[config.mk]
export PLATFORM = sky130hd
export DESIGN_NAME = elastic_pipe
export DESIGN_NICKNAME = d
export VERILOG_FILES = /design/src/rtl/elastic_pipe.sv
export SDC_FILE = /design/constraint.sdc
export NUM_CORES = 1
export LEC_CHECK = 0
export CELL_PAD_IN_SITES_DETAIL_PLACEMENT = 1
export CELL_PAD_IN_SITES_GLOBAL_PLACEMENT = 1
export CORE_AREA = 2 2 99 101
export CTS_CLUSTER_DIAMETER = 40
export DETAILED_ROUTE_END_ITERATION = 7
export DIE_AREA = 0 0 101 103
export PLACE_DENSITY_LB_ADDON = 0.1
export SLEW_MARGIN = 5
export SYNTH_ARGS = -nofsm -noshare
export SYNTH_HDL_FRONTEND = slang
export SYNTH_SLANG_ARGS = --single-unit
[constraint.sdc]
create_clock -name clk -period 2.7 [get_ports clk]
set_input_delay 0.405 -clock clk [delete_from_list [all_inputs] [get_ports clk]]
set_output_delay 0.405 -clock clk [all_outputs]
set_load 0.03 [all_outputs]
[src/rtl/elastic_pipe.sv]
// Valid/ready register chain of DEPTH stages with bubble collapsing, backpressure and flush.
// Stage DEPTH-1 drives the outputs; occupancy is a popcount of the stage valids.
module elastic_pipe #(
  parameter int unsigned WIDTH      = 32,
  parameter int unsigned DEPTH      = 4,
  parameter bit          CLEAR_DATA = 1'b0
) (
  input  logic                       clk,
  input  logic                       rst,
  input  logic                       flush,
  input  logic                       in_valid,
  output logic                       in_ready,
  input  logic [WIDTH-1:0]           in_data,
  output logic                       out_valid,
  input  logic                       out_ready,
  output logic [WIDTH-1:0]           out_data,
  output logic [$clog2(DEPTH+1)-1:0] occupancy
);

  localparam int unsigned OW = $clog2(DEPTH+1);

  logic [DEPTH-1:0] v;
  logic [DEPTH-1:0] r;
  logic [DEPTH-1:0] src_v;
  logic [WIDTH-1:0] d     [DEPTH];
  logic [WIDTH-1:0] src_d [DEPTH];

  // Stage i is ready when out_ready is high or any stage from i to the tail is empty;
  // this is the unrolled form of r[i] = ~v[i] | r[i+1].
  always_comb begin
    logic tail_full;
    r         = '0;
    tail_full = 1'b1;
    for (int unsigned k = 0; k < DEPTH; k++) begin
      tail_full         = tail_full & v[DEPTH-1-k];
      r[DEPTH-1-k]      = out_ready | ~tail_full;
    end
  end

  always_comb begin
    src_v    = '0;
    src_v[0] = in_valid;
    src_d[0] = in_data;
    for (int unsigned k = 1; k < DEPTH; k++) begin
      src_v[k] = v[k-1];
      src_d[k] = d[k-1];
    end
  end

  always_ff @(posedge clk) begin
    if (rst || flush) begin
      v <= '0;
      if (CLEAR_DATA) begin
        for (int unsigned k = 0; k < DEPTH; k++) d[k] <= '0;
      end
    end else begin
      for (int unsigned k = 0; k < DEPTH; k++) begin
        if (r[k]) begin
          v[k] <= src_v[k];
          if (src_v[k]) d[k] <= src_d[k];
        end
      end
    end
  end

  always_comb begin
    occupancy = '0;
    for (int unsigned k = 0; k < DEPTH; k++) occupancy = occupancy + OW'(v[k]);
  end

  assign in_ready  = r[0];
  assign out_valid = v[DEPTH-1];
  assign out_data  = d[DEPTH-1];

endmodule

==> results of run 1 <==
## cell type report
class	instances	area, µm²
Clock buffer	18	418
Clock inverter	14	185
Fill cell	809	3790
Inverter	6	22.5
Multi-Input combinational cell	18	174
Sequential cell	132	3930
Tap cell	114	143
Timing Repair Buffer	78	797
## layer usage
metal	up-vias	global-route usage (%)
met2	52	22.4
met5	-	0
li1	822	-
met1	872	11.3
met3	12	5.56
met4	0	8.52
## cell families (layout without fill, tap and decap cells)
group	count (synthesis)	after routing	synth area share, %
adders and majority gates	3	3	1.10
AOI/OAI and AO/OA	5	5	1.16
DFF	132	132	95.5
and+or+nand+nor	10	10	1.71
buffers and inverters	6	116	0.548
## registers in the layout, summed over array words and instances, names as in the netlist
signal  cells
d         128
v           4
## worst max-delay path, stage by stage (launching register included)
cell and delay [ps]:
dfxtp_2 360, inv_1 90, fa_1 520, inv_1 50, ha_1 260, dlygate4sd2_1 390
## stage by stage
step / cells / worst slack, ps / util (%) / hold WS (ps)
floorplan: 156 / 480 / - / 400
global placement: 348 / 168 / 53.6 / 400
detailed placement: 348 / 73.6 / 53.6 / 406
CTS: 380 / 9.18 / 59.9 / 419
global route: 380 / 2.81 / 59.9 / 418
finish: 380 / 114 / 59.9 / 417
## path summary, 6_finish.rpt
| check | slack [ps] | cells after the start | end |
|---|---|---|---|
| setup / recovery | 110 | 5 | occupancy[0] |
| hold / removal | 420 | 0 | d[2][6] |
| setup reg to reg | 1150 | 3 | d[1][14] |
| hold reg to reg | 420 | 0 | d[2][6] |
## placed cells by master, fill, tap and decap left out, types with 2 or more instances in the layout
master and count:
clkinv_2 4, edfxtp_1 128, clkbuf_16 16, clkdlybuf4s50_1 70
dfxtp_1 2, clkinvlp_4 2, a21boi_0 2, and3_2 3
clkinv_4 2, ha_1 2, buf_12 3, buf_4 2
inv_1 6, bufinv_16 4
## repair_timing
action                                  CTS  global route
gates resized for setup                   9             4
endpoints found under the setup margin    3             3
cloned                                    0             0
## power by group through the flow
stage	logic (mW)	clock network (mW)	registers (mW)
6_report	0.0825	2.29	2.27
5_1_grt	0.0891	2.43	2.27
4_1_cts	0.0840	2.36	2.27
3_5_place_dp	0.0842	0	2.31
3_3_place_gp	0.0811	0	2.31
2_1_floorplan	0.0174	0	2.31
==> impl_results.md, run 1 <==
- Worst Path Required: 2300 ps
- Nets: 293
- Core Area: 0.00946 mm²
- DRT Wirelength: 6000 µm
- Post-layout minimum cycle time: 2590 ps
- Net Sw Frac: 17.9%
- Mean Syn Cell Area: 26.3 µm²
- Worst Hold Launch: d[1][6]
- Setup TNS: 0 ps
- Routed wire length on met3: 316 µm
- Clock Latency Late Sink: 510 ps
- Post-synth EDFFs: 128
- Final setup viols: 0
- Internal: 3.81 mW
- Asr flop ratio synth: 0%
- Io pins: 74
- Net Count, Synth: 196
- Power share of the sequential group: 48.9%
- TritonCTS Buffers: 17
- HPWL Detailed: 4050 µm
- Top Layer Used: met4
- Mapped cell area: 0.00411 mm²
- Routability cong.: 0.704
- Post-synthesis sequential area ratio: 95.5%
- Clock power share: 49.3%
- Critical Path End Type: output port
- Leakage power: 1.90 nW
- Hold buffer count at cts: 0
- Slew @ Worst Pin: 367 ps
- H-tree Lvls: 4
- Total power: 4.64 mW
- Starting Density: 43.4%
- DR WL met2: 3440 µm
- Die width: 101 µm
- Clock tree buffer depth: 2
- Dominant cells by area after synthesis: edfxtp_1 94%, dfxtp_1 1.9%, ha_1 0.61%
- Chip Height: 103 µm
- Final ANT Viol Nets: 0
- Final Hold Fails: 0
- Prevailing post-synth register cell: edfxtp_1
- CTS tree: built
- Total grt overflow: 0
- Startpoint types: register
- Hold Path Class: register to register
- M1 WL: 2130 µm
- Total die area: 0.0104 mm²
- Skew final: 4.32 ps
- First-pass GRT wire length: 8780 µm
- Initial DRC Count: 52
- Vias: 1,758
- Fmax: 387 MHz
- N_diodes: 0
- Clk pin slew, worst setup/hold paths: 60 ps
- CTS Root Cell: clkbuf_8
- Pwr Density: 818 mW/mm²
- Top-count cell post-synth: edfxtp_1
- Post-synth top cells: 128 x edfxtp_1, 6 x inv_1, 4 x dfxtp_1
- Crit Reg-Reg Startpoint: v[2]
- Total track usage: 12.5%
- Number of port buffers: 73
- Outcome: completed
- Initial antenna violation count: 0
- Tcrit/Tclk final: 95.8%
- Slew Limit Headroom: 75.5%
- Comb pwr share: 1.8%
- Largest net degree at the start of global routing: 19
- # DRC: 0
- Unique masters post-synth: 17
- Syn Inst Count: 156
- Critical path class: register to output port
- Max cap viols: 0
- CP max FO: 4
- Fin area: 0.00567 mm²
- Vias in the first global route: 1,786
- Avg Vias per Cell: 4.63
- First drt pass iteration count: 4
- Fin. max-slew vios: 0
- Synth area leader: edfxtp_1
- Post-CTS Setup Inserts: 0
- CTS sink cnt: 132
- Placed inst area: 0.00507 mm²
- Switching power: 0.832 mW
- Routed length per placed instance: 15.8 µm
- Share of layout cells above drive strength 1: 16.9%
- Critical Path Start: v[0]
- Synth Register Bits: 132
- Standard-cell rows: 36
- Post-synth top area share: 93.5%
- Critical Path AT: 2180 ps
- Unrepaired setup endpoints after global routing: no
- Area Growth Syn to Fin: 37.9%
- Max VDD drop: 494 µV
- Synthesis Warnings: 0
(Power assumes the default switching activity.)
==> run 2, diff against run 1 <==
--- a/config.mk
+++ b/config.mk
@@ -5,10 +5,11 @@
 export SDC_FILE = /design/constraint.sdc
 export NUM_CORES = 1
 export LEC_CHECK = 0
+export CAP_MARGIN = 20
 export CELL_PAD_IN_SITES_DETAIL_PLACEMENT = 1
 export CELL_PAD_IN_SITES_GLOBAL_PLACEMENT = 1
 export CORE_AREA = 2 2 99 101
-export CTS_CLUSTER_DIAMETER = 40
+export CTS_CLUSTER_DIAMETER = 80
 export DETAILED_ROUTE_END_ITERATION = 7
 export DIE_AREA = 0 0 101 103
 export PLACE_DENSITY_LB_ADDON = 0.1
==> results of run 2 <==
No change in the layout: final DEF, timing and power equal those of run 1.
==> run 3, diff against run 2 <==
--- a/config.mk
+++ b/config.mk
@@ -17,3 +17,4 @@
 export SYNTH_ARGS = -nofsm -noshare
 export SYNTH_HDL_FRONTEND = slang
 export SYNTH_SLANG_ARGS = --single-unit
+export TNS_END_PERCENT = 50
==> results of run 3 <==
No change in the layout: final DEF, timing and power equal those of run 1.
